[src/rtl/demultiplexor_16bits_1x2_pkg.sv]
// Shared constants for the 1-to-2 stream demultiplexer: default word width,
// default FIFO depth and the encoding of the Selector destination.
package demultiplexor_16bits_1x2_pkg;

    localparam int ANCHO_DEF       = 16;
    localparam int PROFUNDIDAD_DEF = 2;
    localparam int LOG2_PROF       = $clog2(PROFUNDIDAD_DEF);

    localparam logic DESTINO_0 = 1'b0;
    localparam logic DESTINO_1 = 1'b1;

    // Ready toward the source depends only on the selected FIFO's fullness.
    function automatic logic listo_destino(input logic sel,
                                           input logic full0,
                                           input logic full1);
        return (sel == DESTINO_1) ? !full1 : !full0;
    endfunction

endpackage

[src/rtl/demultiplexor_16bits_1x2_if.sv]
// Bus bundle between the word source, the demultiplexer and its two consumers.
// master = source/consumer side, slave = the demultiplexer.
interface demultiplexor_16bits_1x2_if
    import demultiplexor_16bits_1x2_pkg::*;
#(
    parameter int ANCHO       = ANCHO_DEF,
    parameter int PROFUNDIDAD = PROFUNDIDAD_DEF
);
    localparam int OCW = $clog2(PROFUNDIDAD) + 1;

    logic [ANCHO-1:0] Entrada;
    logic             Selector;
    logic             EntradaValida;
    logic             EntradaListo;

    logic [ANCHO-1:0] Salida0;
    logic             Salida0Valida;
    logic             Salida0Listo;
    logic [ANCHO-1:0] Salida1;
    logic             Salida1Valida;
    logic             Salida1Listo;

    logic [OCW-1:0]   Ocupacion0;
    logic [OCW-1:0]   Ocupacion1;

    modport master (
        output Entrada, Selector, EntradaValida, Salida0Listo, Salida1Listo,
        input  EntradaListo, Salida0, Salida0Valida, Salida1, Salida1Valida,
               Ocupacion0, Ocupacion1
    );

    modport slave (
        input  Entrada, Selector, EntradaValida, Salida0Listo, Salida1Listo,
        output EntradaListo, Salida0, Salida0Valida, Salida1, Salida1Valida,
               Ocupacion0, Ocupacion1
    );
endinterface

[src/rtl/demultiplexor_16bits_1x2_fifo_sincrona.sv]
// Small synchronous FIFO. Pointers wrap modulo PROFUNDIDAD; occupancy is a
// separate counter one bit wider. Push on full and pop on empty are ignored.
// When empty the output keeps the last word popped.
module fifo_sincrona
    import demultiplexor_16bits_1x2_pkg::*;
#(
    parameter int ANCHO       = ANCHO_DEF,
    parameter int PROFUNDIDAD = PROFUNDIDAD_DEF
) (
    input  logic                         clk,
    input  logic                         reset,
    input  logic                         push_i,
    input  logic [ANCHO-1:0]             dato_i,
    input  logic                         pop_i,
    output logic [ANCHO-1:0]             dato_o,
    output logic                         full_o,
    output logic                         empty_o,
    output logic [$clog2(PROFUNDIDAD):0] ocupacion_o
);
    localparam int PW  = $clog2(PROFUNDIDAD);
    localparam int OCW = PW + 1;

    logic [ANCHO-1:0] mem_q [PROFUNDIDAD];
    logic [PW-1:0]    wr_ptr_q, wr_ptr_d;
    logic [PW-1:0]    rd_ptr_q, rd_ptr_d;
    logic [OCW-1:0]   cnt_q, cnt_d;
    logic [ANCHO-1:0] last_q, last_d;
    logic             do_push, do_pop;

    assign full_o      = (cnt_q == OCW'(PROFUNDIDAD));
    assign empty_o     = (cnt_q == '0);
    assign ocupacion_o = cnt_q;
    assign do_push     = push_i && !full_o;
    assign do_pop      = pop_i && !empty_o;
    assign dato_o      = empty_o ? last_q : mem_q[rd_ptr_q];

    // Next pointers, occupancy and held-output word.
    always_comb begin
        wr_ptr_d = wr_ptr_q;
        rd_ptr_d = rd_ptr_q;
        cnt_d    = cnt_q;
        last_d   = last_q;
        if (do_push) wr_ptr_d = wr_ptr_q + PW'(1);
        if (do_pop) begin
            rd_ptr_d = rd_ptr_q + PW'(1);
            last_d   = mem_q[rd_ptr_q];
        end
        case ({do_push, do_pop})
            2'b10:   cnt_d = cnt_q + OCW'(1);
            2'b01:   cnt_d = cnt_q - OCW'(1);
            default: cnt_d = cnt_q;
        endcase
    end

    // Control registers; reset wins over any simultaneous push/pop.
    always_ff @(posedge clk) begin
        if (reset) begin
            wr_ptr_q <= '0;
            rd_ptr_q <= '0;
            cnt_q    <= '0;
            last_q   <= '0;
        end else begin
            wr_ptr_q <= wr_ptr_d;
            rd_ptr_q <= rd_ptr_d;
            cnt_q    <= cnt_d;
            last_q   <= last_d;
        end
    end

    // Storage array; cleared on reset so the head reads 0 afterwards.
    always_ff @(posedge clk) begin
        if (reset) begin
            for (int i = 0; i < PROFUNDIDAD; i++) mem_q[i] <= '0;
        end else if (do_push) begin
            mem_q[wr_ptr_q] <= dato_i;
        end
    end
endmodule

[src/rtl/demultiplexor_16bits_1x2.sv]
// 1-to-2 stream demultiplexer: steers each accepted word into the FIFO chosen
// by Selector. Ready toward the source never looks at consumer ready.
module demultiplexor_16bits_1x2
    import demultiplexor_16bits_1x2_pkg::*;
#(
    parameter int ANCHO       = ANCHO_DEF,
    parameter int PROFUNDIDAD = PROFUNDIDAD_DEF
) (
    input logic                        clk,
    input logic                        reset,
    demultiplexor_16bits_1x2_if.slave  bus
);
    logic full0, full1, empty0, empty1;
    logic push0, push1, pop0, pop1;
    logic listo;

    assign listo            = listo_destino(bus.Selector, full0, full1);
    assign bus.EntradaListo = listo;

    assign push0 = bus.EntradaValida && listo && (bus.Selector == DESTINO_0);
    assign push1 = bus.EntradaValida && listo && (bus.Selector == DESTINO_1);
    assign pop0  = bus.Salida0Listo && !empty0;
    assign pop1  = bus.Salida1Listo && !empty1;

    assign bus.Salida0Valida = !empty0;
    assign bus.Salida1Valida = !empty1;

    fifo_sincrona #(.ANCHO(ANCHO), .PROFUNDIDAD(PROFUNDIDAD)) u_fifo0 (
        .clk         (clk),
        .reset       (reset),
        .push_i      (push0),
        .dato_i      (bus.Entrada),
        .pop_i       (pop0),
        .dato_o      (bus.Salida0),
        .full_o      (full0),
        .empty_o     (empty0),
        .ocupacion_o (bus.Ocupacion0)
    );

    fifo_sincrona #(.ANCHO(ANCHO), .PROFUNDIDAD(PROFUNDIDAD)) u_fifo1 (
        .clk         (clk),
        .reset       (reset),
        .push_i      (push1),
        .dato_i      (bus.Entrada),
        .pop_i       (pop1),
        .dato_o      (bus.Salida1),
        .full_o      (full1),
        .empty_o     (empty1),
        .ocupacion_o (bus.Ocupacion1)
    );
endmodule

[src/flat_wrapper.sv]
// flat-port wrapper written by rule: the top's interface ports become plain ports
module demultiplexor_16bits_1x2_flat import demultiplexor_16bits_1x2_pkg::*;
#(
    parameter int ANCHO       = ANCHO_DEF,
    parameter int PROFUNDIDAD = PROFUNDIDAD_DEF
)
  (clk, reset, bus_Entrada, bus_Selector, bus_EntradaValida, bus_Salida0Listo, bus_Salida1Listo, bus_EntradaListo, bus_Salida0, bus_Salida0Valida, bus_Salida1, bus_Salida1Valida, bus_Ocupacion0, bus_Ocupacion1);
  demultiplexor_16bits_1x2_if #(.ANCHO(ANCHO), .PROFUNDIDAD(PROFUNDIDAD)) bus_i ();
  input logic clk;
  input logic reset;
  input wire logic [$bits(bus_i.Entrada)-1:0] bus_Entrada;
  input wire logic [$bits(bus_i.Selector)-1:0] bus_Selector;
  input wire logic [$bits(bus_i.EntradaValida)-1:0] bus_EntradaValida;
  input wire logic [$bits(bus_i.Salida0Listo)-1:0] bus_Salida0Listo;
  input wire logic [$bits(bus_i.Salida1Listo)-1:0] bus_Salida1Listo;
  output wire logic [$bits(bus_i.EntradaListo)-1:0] bus_EntradaListo;
  output wire logic [$bits(bus_i.Salida0)-1:0] bus_Salida0;
  output wire logic [$bits(bus_i.Salida0Valida)-1:0] bus_Salida0Valida;
  output wire logic [$bits(bus_i.Salida1)-1:0] bus_Salida1;
  output wire logic [$bits(bus_i.Salida1Valida)-1:0] bus_Salida1Valida;
  output wire logic [$bits(bus_i.Ocupacion0)-1:0] bus_Ocupacion0;
  output wire logic [$bits(bus_i.Ocupacion1)-1:0] bus_Ocupacion1;
  assign bus_i.Entrada = bus_Entrada;
  assign bus_i.Selector = bus_Selector;
  assign bus_i.EntradaValida = bus_EntradaValida;
  assign bus_i.Salida0Listo = bus_Salida0Listo;
  assign bus_i.Salida1Listo = bus_Salida1Listo;
  assign bus_EntradaListo = bus_i.EntradaListo;
  assign bus_Salida0 = bus_i.Salida0;
  assign bus_Salida0Valida = bus_i.Salida0Valida;
  assign bus_Salida1 = bus_i.Salida1;
  assign bus_Salida1Valida = bus_i.Salida1Valida;
  assign bus_Ocupacion0 = bus_i.Ocupacion0;
  assign bus_Ocupacion1 = bus_i.Ocupacion1;
  demultiplexor_16bits_1x2 #(.ANCHO(ANCHO), .PROFUNDIDAD(PROFUNDIDAD)) u_core (.clk(clk), .reset(reset), .bus(bus_i));
endmodule
[config.mk]
export PLATFORM = sky130hd
export DESIGN_NAME = demultiplexor_16bits_1x2_flat
export DESIGN_NICKNAME = d
export VERILOG_FILES = /design/src/rtl/demultiplexor_16bits_1x2_pkg.sv /design/src/rtl/demultiplexor_16bits_1x2_if.sv /design/src/rtl/demultiplexor_16bits_1x2_fifo_sincrona.sv /design/src/rtl/demultiplexor_16bits_1x2.sv /design/src/flat_wrapper.sv
export SDC_FILE = /design/constraint.sdc
export NUM_CORES = 1
export LEC_CHECK = 0
export CAP_MARGIN = 40
export CORE_MARGIN = 2
export CORE_UTILIZATION = 41
export DETAILED_ROUTE_END_ITERATION = 10
export DONT_BUFFER_PORTS = 1
export GPL_ROUTABILITY_DRIVEN = 1
export SLEW_MARGIN = 20
export SYNTH_ARGS = -nofsm -noshare
export SYNTH_HDL_FRONTEND = slang
export SYNTH_SLANG_ARGS = --single-unit
[constraint.sdc]
create_clock -name clk -period 2.5 [get_ports clk]
set_input_delay 0.375 -clock clk [delete_from_list [all_inputs] [get_ports clk]]
set_output_delay 0.375 -clock clk [all_outputs]
set_load 0.005 [all_outputs]
==> impl_metrics.yaml <==
clocking:
  cts_buffers: 9
  clock_latency_ns: 0.34
  cts_tree: "done"
  clockBufferDepth: 2
  clkTransAtPathRegs_ns: 0.07
  cts-htree-levels: 3
  ctsHoldBuffers: 0
  cts_root_buf: "clkbuf_16"
  clock-sinks: 106
  post_cts_buffers: 0
  cts-resized-gates: 0
grt:
  grt_max_degree: 48
  busiest_layer: "met2"
  grt_overflow: 0
  gr-usage-met3_pct: 4.88
  grtUsageMet2_pct: 25.7
  antenna_found_initial: 0
  grt_use_met1_pct: 17.4
  grt_pass1_wl_microns: 13300
  grt_usage_pct: 14.9
  grt_pass1_vias: 2538
cells_and_area:
  design_area_sq_um: 5050
  layout.nets: 419
  nFillCells: 962
  diodes: 0
  area_delta_synth_final_pct: 8.95
  drive_above_1_share_pct: 11.5
yosys:
  async_reset_ff_share_pct: 0
  syn-cell-area_sq_um: 4640
  synthFlopType: "edfxtp_1"
  synth_edf_count: 64
  synth-xor-area-share_pct: 1.13
  ys_warn_count: 0
  synth_mux_area_share_pct: 7.12
  syn_avg_cell_area_sq_um: 11.5
  synth_top_family_by_area: "simple AND/OR/NAND/NOR gates"
  synthSimpleGateAreaFrac_pct: 18.3
  syn_inst: 403
  synth_seq_cells: 106
  synthAdderAreaFrac_pct: 0.539
  yosysSeqAreaShare_pct: 59.5
  ys_types: 33
  syn_nets: 427
  synth_compound_area_share_pct: 10.1
routing:
  avgRoutedWirePerCell_microns: 16.4
  antenna_left: 0
  drt_first_iter_violations: 152
  drc: 0
  num_vias: 2787
  postRouteWirelength_microns: 8840
  dr.pass1.iters: 5
  vias_per_cell: 5.16
setup_path:
  r2r-start: "u_core.u_fifo0.ocupacion_o[0]$_SDFFE_PP0P_"
  r2r-end: "u_core.u_fifo0.ocupacion_o[1]$_SDFFE_PP0P_"
  cp-start-kind: "flip-flop"
  cp.required_ns: 2.12
  cp-end-kind: "output pin"
  cp_max_fo: 9
  cp_data_arrival_time_ns: 1.70
  cp_slowest_cell: "dfxtp_1"
  reg2reg_slack_ns: 0.48
  cpPeakStageDelay_ns: 0.64
  path_cells: "buf_4 > mux2i_1 > a21oi_1"
  path_class: "reg -> out"
  reg2reg_depth: 5
sta:
  whs_ns: 0.0989
  maxSlewViolCount: 0
  fin_tns_setup_ns: 0
  finalSetupViolCount: 0
  fmax_mhz: 481
  maxSlewHeadroom_pct: 47.5
  period_share_pct: 83.1
  fin_skew_ns: 0.0101
  rsz0062_at_grt: "false"
  tightest_slew_ns: 0.782
  final-hold-violation-count: 0
  finalCriticalPeriod_ns: 2.08
die:
  ios: 61
  die_h_microns: 110
  dieArea_sq_um: 12200
  num_rows: 38
  die_x_microns: 110
  coreArea_sq_um: 10900
  initial_core_util_pct: 42.4
placed_design:
  place_area_sq_um: 4750
  port_buffers: 0
  gp_congestion: 0.744
  dpl.hpwl_microns: 6010
power_and_ir_drop:
  vdd_drop_max_mv: 0.503
  p_per_area_nw_per_um2: 1050
  p_leak_nw: 1.78
run:
  maxCapViolCount: 0
min_path:
  min_to: "u_core.u_fifo1.ocupacion_o[1]$_SDFFE_PP0P_"
  worstHoldPathCells: 1
  min_from: "reset"
  min_path_type: "in -> reg"
outcome:
  status: "complete, no violations"
[how the worst max path moves through the flow]
stage | slack (ns) | cells after the start | from | endpoint
CTS | 0.38 | 3 | flip-flop | bus_Salida0[12]
global placement | 0.53 | 5 | u_core.u_fifo0.ocupacion_o[0]$_SDFFE_PP0P_ | u_core.u_fifo0.ocupacion_o[1]$_SDFFE_PP0P_
floorplan | 0.28 | 3 | u_core.u_fifo0.ocupacion_o[0]$_SDFFE_PP0P_ | u_core.u_fifo0.mem_q[0][0]$_SDFFCE_PN0P_
global route | 0.31 | 3 | u_core.u_fifo1.ocupacion_o[0]$_SDFFE_PP0P_ | bus_Salida1[13]
detailed placement | 0.49 | 5 | u_core.u_fifo0.ocupacion_o[0]$_SDFFE_PP0P_ | u_core.u_fifo0.ocupacion_o[1]$_SDFFE_PP0P_
finish | 0.42 | 3 | flip-flop | bus_Salida0[12]
[flip-flops by register name (all words and copies together) (netlist names), named ones only]
name	count
u_core.u_fifo1.mem_q	32
u_core.u_fifo0.wr_ptr_q	1
u_core.u_fifo0.ocupacion_o	2
u_core.u_fifo1.last_q	16
u_core.u_fifo0.mem_q	32
u_core.u_fifo0.rd_ptr_q	1
u_core.u_fifo1.ocupacion_o	2
u_core.u_fifo0.last_q	16
u_core.u_fifo1.rd_ptr_q	1
u_core.u_fifo1.wr_ptr_q	1
[cell families (layout without fill, tap and decap cells)]
kind of cell	Yosys count	count (layout)
AO/OA/AOI/OAI	74	74
XOR/XNOR	6	6
adder cells (fa/ha/maj)	2	2
buffers and inverters	31	28
flip-flops	106	106
multiplexers	33	33
AND/OR/NAND/NOR	151	151
[stage by stage]
| step | power [mW] | utilization [%] | setup WS [ns] | std cells |
|---|---|---|---|---|
| finish | 5.32 | 46.2 | 0.423 | 540 |
| CTS | 5.40 | 46.2 | 0.378 | 540 |
| global placement | 3.90 | 43.4 | 0.528 | 524 |
| global route | 5.65 | 46.2 | 0.313 | 540 |
| detailed placement | 3.94 | 43.4 | 0.493 | 524 |
| floorplan | 3.66 | - | 0.275 | 403 |
[metal layers]
metal	part of all wire, %	vias to the layer above
li1	-	1401
met1	43	1332
met2	50	44
met3	5.7	10
met4	1.4	0
met5	0	-
[worst max-delay path: cells and delay by family (launching register included)]
family                 cells  cell delay (ns)
multiplexers               1             0.34
flip-flops                 1             0.64
buffers and inverters      1             0.24
AO/OA/AOI/OAI              1             0.15
[where the power goes]
part,switching (mW),internal (mW)
Combinational,0.950,0.573
Sequential,0.193,2.16
Clock,0.629,0.816
[cells in the mapped netlist, types with 2 or more instances]
master	instances	area (sq um)
buf_6	2	22.5
clkbuf_1	15	56.3
xnor2_1	4	35.0
buf_2	9	45.0
o21bai_1	2	15.0
mux2i_1	33	330
and2_1	57	357
edfxtp_1	64	1920
buf_4	2	15.0
and2_2	7	52.6
a21oi_1	34	170
a211oi_1	32	240
ha_1	2	25.0
dfxtp_1	42	841
o21a_1	2	15.0
or2_2	4	25.0
nor4_4	3	63.8
o21ai_0	2	10.0
or3_1	2	12.5
nor2_1	71	267
xor2_1	2	17.5
[cells in the final DEF, fill, tap and decap left out, drive strengths merged, types with 4 or more instances in the layout]
cell    instances
nor2           71
and2           64
edfxtp         64
dfxtp          42
or2             4
xnor2           4
clkbuf         10
buf            10
inv             6
mux2i          33
a211oi         32
a21oi          34
[layout make-up]
| cell class | instances | area [sq um] | share of cell area (%) |
|---|---|---|---|
| sequential | 106 | 2760 | 54.7 |
| multi-input combinational | 266 | 1720 | 34.1 |
| clock buffer | 10 | 239 | 4.73 |
| tap | 140 | 175 | 3.47 |
| timing repair buffer | 10 | 75.1 | 1.49 |
| clock inverter | 6 | 70.1 | 1.39 |
| inverter | 2 | 10.0 | 0.198 |
Power figures use the tool's default switching activity.
